<file path="config.mk">
export PLATFORM = sky130hd
export DESIGN_NAME = fifo_to_com_tx_flat
export DESIGN_NICKNAME = d
export VERILOG_FILES = /design/src/rtl/fifo_to_com_tx_if.sv /design/src/rtl/fifo_to_com_tx.sv /design/src/flat_wrapper.sv
export SDC_FILE = /design/constraint.sdc
export NUM_CORES = 1
export LEC_CHECK = 0
export BUFFER_PORTS_ARGS = -buffer_cell sky130_fd_sc_hd__buf_4
export CAP_MARGIN = 20
export CORE_ASPECT_RATIO = 0.6
export CORE_UTILIZATION = 25
export CTS_CLUSTER_SIZE = 12
export DETAILED_ROUTE_END_ITERATION = 7
export PLACE_DENSITY = 0.51
export SKIP_CTS_REPAIR_TIMING = 1
export SLEW_MARGIN = 20
export SYNTH_ARGS = -nofsm -noshare
export SYNTH_HDL_FRONTEND = slang
export SYNTH_SLANG_ARGS = --single-unit
</file>
<file path="constraint.sdc">
create_clock -name clk -period 1.9 [get_ports clk]
set_input_delay 0.19 -clock clk [delete_from_list [all_inputs] [get_ports clk]]
set_output_delay 0.19 -clock clk [all_outputs]
set_load 0.05 [all_outputs]
</file>
<file path="src/rtl/fifo_to_com_tx_if.sv">
// FIFO read port shared between the byte FIFO and the UART transmit path.
// Latency: fifo_data is valid the cycle after fifo_re.
// Backpressure: the reader only strobes fifo_re while !fifo_empty && !fifo_busy.
// Ports: fifo_re (reader -> FIFO); fifo_empty, fifo_busy, fifo_data[7:0] (FIFO -> reader).
// Modports: master = reader (the transmitter), slave = FIFO side.
interface fifo_to_com_tx_if;
  logic       fifo_re;
  logic       fifo_empty;
  logic       fifo_busy;
  logic [7:0] fifo_data;

  modport master (output fifo_re, input fifo_empty, fifo_busy, fifo_data);
  modport slave  (input fifo_re, output fifo_empty, fifo_busy, fifo_data);
endinterface

</file>
<file path="src/rtl/fifo_to_com_tx.sv">
// fifo_to_com_tx: drains the shared byte FIFO and serialises each byte on tx as 8N1, LSB first,
//   keeping a running CRC-8 (poly 0x07, init 0) and byte count per message; pulses finish on drain.
// Latency: fifo_re -> start-bit edge 2 cycles; frame = (9+STOP_BITS)*CLKS_PER_BIT cycles.
// Backpressure: no read while fifo_busy/fifo_empty or enable low; a frame in flight always completes.
// Optional feature: define APPEND_CRC_EN to send the CRC as one extra 8N1 frame after the FIFO drains.
// Ports: clk, reset (synchronous, active-high), enable (level, gates new frames);
//   fifo (fifo_to_com_tx_if.master): fifo_re out, fifo_empty / fifo_busy / fifo_data[7:0] in;
//   tx (idle high), busy, finish (1-cycle pulse), crc[7:0], sent_count[9:0] out.
module fifo_to_com_tx #(
  parameter int CLKS_PER_BIT = 1,
  parameter int STOP_BITS    = 1
) (
  input  logic             clk,
  input  logic             reset,
  input  logic             enable,
  fifo_to_com_tx_if.master fifo,
  output logic             tx,
  output logic             busy,
  output logic             finish,
  output logic [7:0]       crc,
  output logic [9:0]       sent_count
);

  localparam int STOP_CLKS = STOP_BITS * CLKS_PER_BIT;
  // One counter times both a single bit and the whole stop period.
  localparam int CNT_W = $clog2(STOP_CLKS + 1);
  localparam logic [CNT_W-1:0] BIT_LAST  = CNT_W'(CLKS_PER_BIT - 1);
  localparam logic [CNT_W-1:0] STOP_LAST = CNT_W'(STOP_CLKS - 1);

  typedef enum logic [2:0] {
    IDLE,
    READ,
    LOAD,
    START,
    DATA,
    STOP,
`ifdef APPEND_CRC_EN
    CRC_TX,
`endif
    DONE
  } state_e;

  state_e           state_q, state_d;
  logic [CNT_W-1:0] cnt_q, cnt_d;
  logic [2:0]       bit_idx_q, bit_idx_d;
  logic [7:0]       shift_q, shift_d;
  logic [7:0]       crc_q, crc_d;
  logic [9:0]       sent_q, sent_d;
  logic             msg_active_q, msg_active_d;
  logic             tx_q, tx_d;
  logic             fifo_re_q, fifo_re_d;
  logic             busy_q, busy_d;
  logic             finish_q, finish_d;
`ifdef APPEND_CRC_EN
  // Marks that the frame in flight carries the CRC, so its stop bit ends the message.
  logic             crc_frame_q, crc_frame_d;
`endif

  // CRC-8, poly 0x07, MSB first: fold one byte into the running remainder.
  function automatic logic [7:0] crc8_byte(input logic [7:0] c, input logic [7:0] d);
    logic [7:0] r;
    r = c ^ d;
    for (int i = 0; i < 8; i++) begin
      r = r[7] ? ((r << 1) ^ 8'h07) : (r << 1);
    end
    return r;
  endfunction

  // Next-state and datapath.
  always_comb begin
    state_d      = state_q;
    cnt_d        = cnt_q;
    bit_idx_d    = bit_idx_q;
    shift_d      = shift_q;
    crc_d        = crc_q;
    sent_d       = sent_q;
    msg_active_d = msg_active_q;
`ifdef APPEND_CRC_EN
    crc_frame_d  = crc_frame_q;
`endif

    unique case (state_q)
      IDLE: begin
        if (enable && !fifo.fifo_empty && !fifo.fifo_busy) begin
          state_d = READ;
          // First byte of a new message restarts the CRC and the count.
          if (!msg_active_q) begin
            crc_d        = 8'h00;
            sent_d       = 10'd0;
            msg_active_d = 1'b1;
          end
        end else if (msg_active_q && fifo.fifo_empty) begin
          // FIFO drained: close the message even if enable has been dropped.
`ifdef APPEND_CRC_EN
          state_d = CRC_TX;
`else
          state_d = DONE;
`endif
        end
      end

      READ: begin
        state_d = LOAD;
      end

      LOAD: begin
        shift_d = fifo.fifo_data;
        crc_d   = crc8_byte(crc_q, fifo.fifo_data);
        sent_d  = sent_q + 10'd1;
        cnt_d   = '0;
        state_d = START;
      end

      START: begin
        if (cnt_q == BIT_LAST) begin
          cnt_d     = '0;
          bit_idx_d = 3'd0;
          state_d   = DATA;
        end else begin
          cnt_d = cnt_q + CNT_W'(1);
        end
      end

      DATA: begin
        if (cnt_q == BIT_LAST) begin
          cnt_d = '0;
          if (bit_idx_q == 3'd7) begin
            state_d = STOP;
          end else begin
            bit_idx_d = bit_idx_q + 3'd1;
          end
        end else begin
          cnt_d = cnt_q + CNT_W'(1);
        end
      end

      STOP: begin
        if (cnt_q == STOP_LAST) begin
          cnt_d = '0;
`ifdef APPEND_CRC_EN
          state_d = crc_frame_q ? DONE : IDLE;
`else
          state_d = IDLE;
`endif
        end else begin
          cnt_d = cnt_q + CNT_W'(1);
        end
      end

`ifdef APPEND_CRC_EN
      CRC_TX: begin
        // The CRC frame reuses the byte path; it is neither counted nor folded into crc.
        shift_d     = crc_q;
        crc_frame_d = 1'b1;
        cnt_d       = '0;
        state_d     = START;
      end
`endif

      DONE: begin
        msg_active_d = 1'b0;
`ifdef APPEND_CRC_EN
        crc_frame_d  = 1'b0;
`endif
        state_d      = IDLE;
      end

      default: begin
        state_d = IDLE;
      end
    endcase
  end

  // Outputs are registered from the next state so each one lines up exactly
  // with the state it belongs to and never glitches.
  always_comb begin
    tx_d      = 1'b1;
    fifo_re_d = (state_d == READ);
    busy_d    = (state_d != IDLE) && (state_d != DONE);
    finish_d  = (state_d == DONE);
    case (state_d)
      START:   tx_d = 1'b0;
      DATA:    tx_d = shift_d[bit_idx_d];
      default: tx_d = 1'b1;
    endcase
  end

  always_ff @(posedge clk) begin
    if (reset) begin
      state_q      <= IDLE;
      cnt_q        <= '0;
      bit_idx_q    <= 3'd0;
      shift_q      <= 8'h00;
      crc_q        <= 8'h00;
      sent_q       <= 10'd0;
      msg_active_q <= 1'b0;
      tx_q         <= 1'b1;
      fifo_re_q    <= 1'b0;
      busy_q       <= 1'b0;
      finish_q     <= 1'b0;
`ifdef APPEND_CRC_EN
      crc_frame_q  <= 1'b0;
`endif
    end else begin
      state_q      <= state_d;
      cnt_q        <= cnt_d;
      bit_idx_q    <= bit_idx_d;
      shift_q      <= shift_d;
      crc_q        <= crc_d;
      sent_q       <= sent_d;
      msg_active_q <= msg_active_d;
      tx_q         <= tx_d;
      fifo_re_q    <= fifo_re_d;
      busy_q       <= busy_d;
      finish_q     <= finish_d;
`ifdef APPEND_CRC_EN
      crc_frame_q  <= crc_frame_d;
`endif
    end
  end

  assign fifo.fifo_re = fifo_re_q;
  assign tx           = tx_q;
  assign busy         = busy_q;
  assign finish       = finish_q;
  assign crc          = crc_q;
  assign sent_count   = sent_q;

endmodule

</file>
<file path="src/flat_wrapper.sv">
// flat-port wrapper written by rule: the top's interface ports become plain ports
module fifo_to_com_tx_flat 
#(
  parameter int CLKS_PER_BIT = 1,
  parameter int STOP_BITS    = 1
)
  (clk, reset, enable, tx, busy, finish, crc, sent_count, fifo_fifo_re, fifo_fifo_empty, fifo_fifo_busy, fifo_fifo_data);
  fifo_to_com_tx_if fifo_i ();
  input  logic clk;
  input  logic reset;
  input  logic enable;
  output logic tx;
  output logic busy;
  output logic finish;
  output logic [7:0] crc;
  output logic [9:0] sent_count;
  output wire logic [$bits(fifo_i.fifo_re)-1:0] fifo_fifo_re;
  input wire logic [$bits(fifo_i.fifo_empty)-1:0] fifo_fifo_empty;
  input wire logic [$bits(fifo_i.fifo_busy)-1:0] fifo_fifo_busy;
  input wire logic [$bits(fifo_i.fifo_data)-1:0] fifo_fifo_data;
  assign fifo_fifo_re = fifo_i.fifo_re;
  assign fifo_i.fifo_empty = fifo_fifo_empty;
  assign fifo_i.fifo_busy = fifo_fifo_busy;
  assign fifo_i.fifo_data = fifo_fifo_data;
  fifo_to_com_tx #(.CLKS_PER_BIT(CLKS_PER_BIT), .STOP_BITS(STOP_BITS)) u_core (.clk(clk), .reset(reset), .enable(enable), .fifo(fifo_i), .tx(tx), .busy(busy), .finish(finish), .crc(crc), .sent_count(sent_count));
endmodule
</file>
Yosys cells after proc, flatten, opt, wreduce, memory -nomap -nowiden
Cells that the tools add are included.
Storage, ports and cells
  register bits: 38
  bits of input ports: 13
  output and inout port bits: 22
Cells by class
  add/subtract/negate cells: 3
  magnitude comparators: 1
  equality and inequality tests: 14
  multiplexer cells: 33
  bitwise logic cells: 9
  reduce and logical (&&, ||, !) cells: 14
Operators by type and width (number)
  2-to-1 mux 3 bit: 17
  2-to-1 mux 8 bit: 3
  NOT 3 bit: 8
  2-to-1 mux 10 bit: 2
  one-hot mux 10 bit (2 select lines): 1
  equality test 3 bit (second input constant): 6
  one-hot mux 3 bit (6 select lines): 1
  one-hot mux 8 bit (2 select lines): 1
  adder 10 x 1 -> 10 bit (second input constant): 1
  equality test 3 x 2 -> 1 bit (second input constant): 3
  XOR 8 bit: 1
  equality test 3 x 1 -> 1 bit (second input constant): 2
  one-hot mux 1 bit (2 select lines): 3
  one-hot mux 3 bit (2 select lines): 1
  nonzero test 2 bit: 3
  logical AND 1 bit: 4
  < comparator 3 x 4 -> 1 bit (second input constant): 1
  adder 3 x 1 -> 3 bit (second input constant): 1
  binary-select mux 1 bit (select 3 bit): 1
  logical NOT 3 bit: 1
  2-to-1 mux 1 bit: 3
  != test 3 bit (second input constant): 1
  AND reduction 3 bit: 1
  nonzero test 3 bit: 1
  other kinds (6): 7

Longest topological paths before layout
Gate-level depths: netlist (run 1).
  depth in word-level cells: 18
  mapped depth: 8
  depth with buffers taken out: 7

Least setup slack after synthesis (run 1)
OpenSTA, ideal clock, no wires.
  path kind: flip-flop to flip-flop
  from: register u_core.bit_idx_q[0]
  to: register u_core.tx_q, in the netlist u_core.tx
  setup time: 0.128 ns
  data arrival time: 1.663 ns
  required time: 1.772 ns
  slack: 0.110 ns
  stages on the path, launching flop included: 8
  clock period less this slack: 1.790 ns
  path through: dfxtp_1 -> ha_1 -> a211oi_4 -> o22ai_1 -> a32oi_1 -> nand3b_1 -> a311oi_2 -> o31ai_1
On the way
  longest elaborated chain between the ends: 7
  elaborated cells between the ends (all ways): 14
  those cells by class: add/sub (1); eq/ne (3); mux (10)
Ends and longest elaborated chain
  from (decl): RTL line fifo_to_com_tx.sv:45  | logic [2:0] bit_idx_q, bit_idx_d;
  from (signal assigned): RTL line fifo_to_com_tx.sv:207  | bit_idx_q <= bit_idx_d;
  adder 3 x 1 -> 3 bit / equality test 3 bit (equally long branches): RTL line fifo_to_com_tx.sv:130, fifo_to_com_tx.sv:127
  2-to-1 mux 3 bit: RTL line fifo_to_com_tx.sv:127  | if (bit_idx_q == 3'd7) begin
  2-to-1 mux 3 bit: RTL line fifo_to_com_tx.sv:125  | if (cnt_q == BIT_LAST) begin
  one-hot mux 3 bit (2 select lines): RTL line fifo_to_com_tx.sv:82  | unique case (state_q)
  binary-select mux 1 bit (select 3 bit): RTL line fifo_to_com_tx.sv:183  | DATA: tx_d = shift_d[bit_idx_d];
  2-to-1 mux 1 bit (implied by the code): RTL line fifo_to_com_tx.sv:183
  one-hot mux 1 bit (2 select lines) (*): RTL line fifo_to_com_tx.sv:181  | case (state_d)
  to (signal assigned): RTL line fifo_to_com_tx.sv:212  | tx_q <= tx_d;
  to (decl): RTL line fifo_to_com_tx.sv:50  | logic tx_q, tx_d;
Every way passes the cells marked *; elsewhere a longest branch is shown, timed or not. The select of a mux whose other input is x is not followed.
A chain may end at the register's enable or synchronous reset.

Worst setup path after layout (run 1)
  from: register u_core.bit_idx_q[1]
  to: register u_core.tx_q, in the netlist u_core.tx
Same word-level chain as after synthesis.

==> out/qor.csv, run 1 <==
metric,value,unit
synth_flop_cell,dfxtp_1,
postRouteAntennaNets,0,
synth-async-reset-ratio,0,
antenna_cells,0,
avgViaCountPerCell,4.682,
critPathArrivalTime,1.95,ns
instances_no_fill,380,
skew,0.007499,ns
path_delay_family,compound AO/OA/AOI/OAI gates,
critPathBufInv,1,
dpl.hpwl,3653,um
avgSynthCellArea,8.252,um2
core_region_area,0.007417,mm2
yosysSeqAreaShare,0.3788,
reg2reg_depth,8,
gp_congestion,0.8519,
worst_pin_slew,0.5805,ns
ir_worst_vdd,523.1,uV
end_kind,flip-flop,
num_rows,24,
slew_headroom,0.6104,
slew_violations,0,
path_cells,"ha_2, a211oi_4, buf_6, o22ai_2, a32oi_1, nand3b_1, a311oi_2, o31ai_1",
required,2.06,ns
powerDensity,1269,mW/mm2
crit_type,flip-flop to flip-flop,
totalWireLength,4919,um
die_h,70.51,um
regToRegSetupSlack,0.11,ns
final_util,0.3448,
cts_sinks,37,
final_nets,290,
wl_per_cell,12.94,um
setup_viol,0,
numCtsBuffers,5,
die_w,116.2,um
rsz0062_at_grt,false,
grt_max_degree,30,
num_vias,1779,
clock_tree.root_cell,clkbuf_16,
synthTopCellsByArea,"dfxtp_1, xnor2_1, nand2_1, nor2_1, a21oi_1",
clk_latency,0.28,ns
netlist_area,0.001956,mm2
r2r_end,u_core.tx,
fmax,558.4,MHz
syn2layout_area_growth,30.77,%
drc,0,
hold_class,input port to flip-flop,
cts_max_level,2,
grt.total_usage,0.1316,
fin_crit,1.791,ns
placed_cells,371,
yosysMostFrequentCell,dfxtp_1,
rr_startpoint,u_core.bit_idx_q[1],
start_util,0.2637,
drt_iter0_drc,125,
clockBufferDepth,2,
cts_tree,yes,
ys_warn_count,0,
io_buffers,34,
syn_nets,252,
antenna_found_initial,0,
max_stage_delay,0.33,ns
grt-ovfl-total,0,
holdPathEnd,u_core.shift_q[6],
status,"finished, final reports clean",
ios,35,
yosysTopAreaCellShare,0.3788,
power_leakage,0.0009624,uW
grt_pass1_wl,8224,um
syn_inst,237,
holdPathStages,3,
grt_pass1_vias,1627,
dr.pass1.iters,4,
cap_violations,0,
die-area,0.008192,mm2
ys_seq_elements,37,
yosys.area.top_type,dfxtp_1,
synth_cell_types,46,
path_clk_slew,0.06,ns
critPathMaxFanout,5,
synth_edf_count,0,
drive_gt1_frac,0.2246,
finalHoldViolCount,0,
crit_slowest_cell,dfxtp_1,
p_total,3247,uW
hp-start,fifo_fifo_data[6],
finalCritPeriodShare,0.9426,
start_kind,flip-flop,
synth_common_cells,"dfxtp_1, nand2_1, nor2_1",
## stage by stage
step | cell area (um2) | hold slack, ns | setup TNS [ns] | setup slack, ns
after detailed placement | 2349 | 0.4503 | 0 | 0.01522
after global placement | 2349 | 0.4406 | 0 | 0.04805
after floorplan | 1956 | 0.2746 | 0 | 0.1097
after global routing | 2557 | 0.1744 | 0 | 0.01878
after CTS | 2521 | 0.1685 | -0.00003975 | -0.00003975
final | 2557 | 0.1731 | 0 | 0.1090
## state kept, by name, summed over array words and instances (netlist names)
register / flops
u_core.sent_count: 10
u_core.crc: 8
u_core.shift_q: 8
u_core.bit_idx_q: 3
u_core.state_q: 3
u_core.busy: 1
u_core.fifo.fifo_re: 1
u_core.finish: 1
u_core.msg_active_q: 1
u_core.tx: 1
## cell families (layout without fill, tap and decap cells)
group / Yosys count / in the layout / synth area share
compound gates: 57 / 57 / 0.2028
xor+xnor: 26 / 26 / 0.1164
mux: 4 / 4 / 0.02047
fa+ha+maj: 2 / 2 / 0.01279
flops: 37 / 37 / 0.3788
simple gates: 93 / 93 / 0.2220
buf+inv: 18 / 57 / 0.04671
## power by group
part | switching (uW) | total [uW] | internal, uW
logic | 728 | 1230 | 506
registers | 148 | 1030 | 887
clock network | 322 | 978 | 656
total | 1200 | 3250 | 2050
## worst min-delay path, cell delays in order
cell and delay (ns):
buf_4 0.12, nand2_1 0.05, a21oi_1 0.05
## how the worst max path moves through the flow
| stage | start | to | slack [ns] | depth (start not counted) |
|---|---|---|---|---|
| after floorplan | u_core.bit_idx_q[0] | u_core.tx | 0.11 | 7 |
| after global placement | u_core.bit_idx_q[1] | u_core.tx | 0.05 | 7 |
| after detailed placement | u_core.bit_idx_q[0] | u_core.tx | 0.02 | 7 |
| after CTS | u_core.bit_idx_q[0] | u_core.tx | -0.00004 | 7 |
| after global routing | u_core.bit_idx_q[1] | u_core.tx | 0.02 | 9 |
| final | u_core.bit_idx_q[1] | u_core.tx | 0.11 | 8 |
## placed cells by master, fill, tap and decap left out, types with 2 or more instances in the layout
master / count
nor3_1: 4
a41oi_1: 2
buf_6: 2
xor2_1: 8
clkbuf_16: 5
nand3_1: 4
o32ai_1: 2
a311oi_1: 4
inv_1: 5
and3_1: 2
o21ai_0: 8
nor2_1: 32
a21oi_1: 17
nand4_1: 2
buf_4: 41
or3_1: 3
nand2b_1: 4
dfxtp_1: 36
xnor2_1: 18
nand2_1: 34
a22oi_1: 5
o31ai_1: 3
a21o_1: 2
nor3b_1: 2
o21ai_1: 2
mux2i_1: 4
or2_2: 2
## per-layer routing
layer	global-route usage	up-vias	wire [um]	part of all wire
met5	0	-	0	0
met4	0.03419	0	13	0.0026
met3	0.04514	4	243	0.049
met2	0.1673	40	1828	0.37
met1	0.2036	824	2834	0.58
li1	-	911	-	-
## final cells by class
class / count / area [um2]
Sequential cell: 37 / 742.0
Multi-Input combinational cell: 182 / 1144
Fill cell: 785 / 4860
Inverter: 5 / 18.77
Clock inverter: 1 / 30.03
Tap cell: 104 / 130.1
Timing Repair Buffer: 44 / 350.3
Clock buffer: 7 / 142.6
No activity file was read; power rests on OpenSTA's default activity.
==> run 2: changes to the inputs <==
HOLD_SLACK_MARGIN = 0.02   (was default)
PLACE_DENSITY = 0.49   (was 0.51)
clock period = 2.1 ns   (was 1.9 ns; I/O delays follow)
==> run 2 against run 1 <==
Net effect: combinational power decreased by 13%; sequential share of layout area increased by 0.63 points; hold slack improved by 0.018 ns; sequential power decreased by 9.9%; core utilization decreased by 0.79 points; die area unchanged; global-route usage about the same; highest routed layer unchanged.
==> out/qor.csv, run 2 (synthesized netlist as in run 1, its figures left out) <==
metric,value,unit,change
status,"finished, final reports clean",,
grt_pass1_vias,1640,,+0.80%
postRouteAntennaNets,0,,unchanged
power_frac_clock,0.302,,about the same
totalWireLength,4841,um,-1.6%
numCtsBuffers,5,,unchanged
die_w,116.2,um,unchanged
r2r_end,u_core.tx,,
final_nets,285,,-1.7%
core_region_area,0.007417,mm2,unchanged
num_vias,1739,,-2.2%
dr.pass1.iters,4,,unchanged
hp-start,fifo_fifo_data[6],,
reg2reg_depth,7,,-1
antenna_cells,0,,unchanged
finalSetupTns,0,ns,unchanged
skew,0.002654,ns,-0.004845 ns
critPathArrivalTime,2.10,ns,+0.15 ns
start_kind,flip-flop,,
cts_max_level,2,,unchanged
instances_no_fill,375,,-1.3%
final_common_cell,buf_4,,
power.internal,1780,uW,-13%
fin_crit,1.946,ns,+0.1548 ns
crit_type,flip-flop to flip-flop,,
critPathMaxFanout,6,,+1
finalCritPeriodShare,0.9266,,-0.01606
placed_cells,367,,-1.1%
regToRegSetupSlack,0.15,ns,+0.05 ns
finalHoldViolCount,0,,unchanged
die-area,0.008192,mm2,unchanged
slew_violations,0,,unchanged
gp_congestion,0.7685,,-9.8%
grt_max_degree,30,,unchanged
die_h,70.51,um,unchanged
cap_violations,0,,unchanged
ios,35,,unchanged
drt_iter0_drc,73,,-42%
grt-ovfl-total,0,,unchanged
rsz0062_at_grt,false,,
cts_tree,yes,,
largest_register_ffs,10,,unchanged
seq_power_share,0.324,,+0.005
path_clk_slew,0.06,ns,about the same
io_buffers,34,,unchanged
drive_gt1_frac,0.2030,,-0.02169
power_leakage,0.0009277,uW,-3.6%
netSwitchingFraction,0.3779,,+0.008889
avgViaCountPerCell,4.637,,-0.95%
p_sw,1082,uW,-9.7%
grt_pass1_wl,8280,um,+0.68%
dpl.hpwl,3522,um,-3.6%
hold_class,input port to flip-flop,,
grt.total_usage,0.1313,,-0.0002816
holdPathEnd,u_core.shift_q[6],,
drc,0,,unchanged
ir_worst_vdd,458.6,uV,-12%
holdPathStages,3,,unchanged
antenna_found_initial,0,,unchanged
worst_pin_slew,0.6094,ns,+0.02889 ns
required,2.26,ns,+0.20 ns
syn2layout_area_growth,27.77,%,
wl_per_cell,12.91,um,-0.27%
setup_viol,0,,unchanged
clk_latency,0.28,ns,about the same
fmax,513.9,MHz,-8.0%
start_util,0.2637,,unchanged
end_kind,flip-flop,,
clock_tree.root_cell,clkbuf_16,,
final_cell_mix,"buf_4, dfxtp_1, nand2_1",,
combPwrFrac,0.373,,-0.007
slew_headroom,0.5910,,-0.01939
num_rows,24,,unchanged
clockBufferDepth,2,,unchanged
rr_startpoint,u_core.bit_idx_q[0],,
cts_sinks,37,,unchanged
powerDensity,1145,mW/mm2,-9.8%
[run 2: cell types whose count changed in the layout (fill, tap and decap cells not counted), sizes merged]
cell      before  now
buf           44   39
clkbuf         7    5
clkinvlp       0    1
clkinv         0    1
[run 2: final cells by class]
cell class,count,area (um2)
clock buffer,5,125.1
sequential,37,740.7
multi-input combinational,182,1132
timing repair buffer,39,305.3
clock inverter,3,46.29
fill,787,4918
tap,104,130.1
inverter,5,18.77
[run 2: worst max path at each step]
stage / slack (ns) / startpoint / cells past startpoint / end
after CTS: 0.15 / u_core.bit_idx_q[1] / 7 / u_core.tx
final: 0.15 / u_core.bit_idx_q[0] / 7 / u_core.tx
after detailed placement: 0.16 / u_core.bit_idx_q[1] / 7 / u_core.tx
after global routing: 0.007 / u_core.bit_idx_q[0] / 7 / u_core.tx
after global placement: 0.15 / u_core.bit_idx_q[1] / 7 / u_core.tx
after floorplan: 0.31 / u_core.bit_idx_q[0] / 7 / u_core.tx
[run 2: per-stage QoR]
stage | power (uW) | setup WS, ns | utilization | instance area (um2) | hold WS, ns
5_1_grt | 3045 | 0.007204 | 0.3369 | 2499 | 0.1898
3_5_place_dp | 1997 | 0.1594 | 0.3126 | 2318 | 0.4560
6_report | 2862 | 0.1542 | 0.3369 | 2499 | 0.1913
3_3_place_gp | 1996 | 0.1550 | 0.3126 | 2318 | 0.4499
2_1_floorplan | 1732 | 0.3097 | - | 1956 | 0.2946
4_1_cts | 2871 | 0.1531 | 0.3357 | 2490 | 0.1881
[run 2: routing by layer]
layer | vias up | GRT usage | wire length, um
met5 | - | 0 | 0
met4 | 0 | 0.03846 | 40
met3 | 4 | 0.04253 | 241
met2 | 41 | 0.1614 | 1787
met1 | 796 | 0.2074 | 2772
li1 | 898 | - | -
[run 2: critical path, cell delays in order (launching register included)]
cell       delay, ns
dfxtp_1         0.32
ha_1            0.28
a211o_4         0.40
nand3_1         0.09
o211a_2         0.22
o2111ai_1       0.14
a311oi_2        0.28
o31ai_1         0.10
[run 2: power groups by stage]
stage / combinational, uW / sequential [uW] / clock [uW]
after floorplan: 659 / 1070 / 0
after global placement: 1050 / 943 / 0
after detailed placement: 1060 / 942 / 0
after CTS: 1060 / 927 / 883
after global routing: 1180 / 948 / 921
final: 1070 / 928 / 865
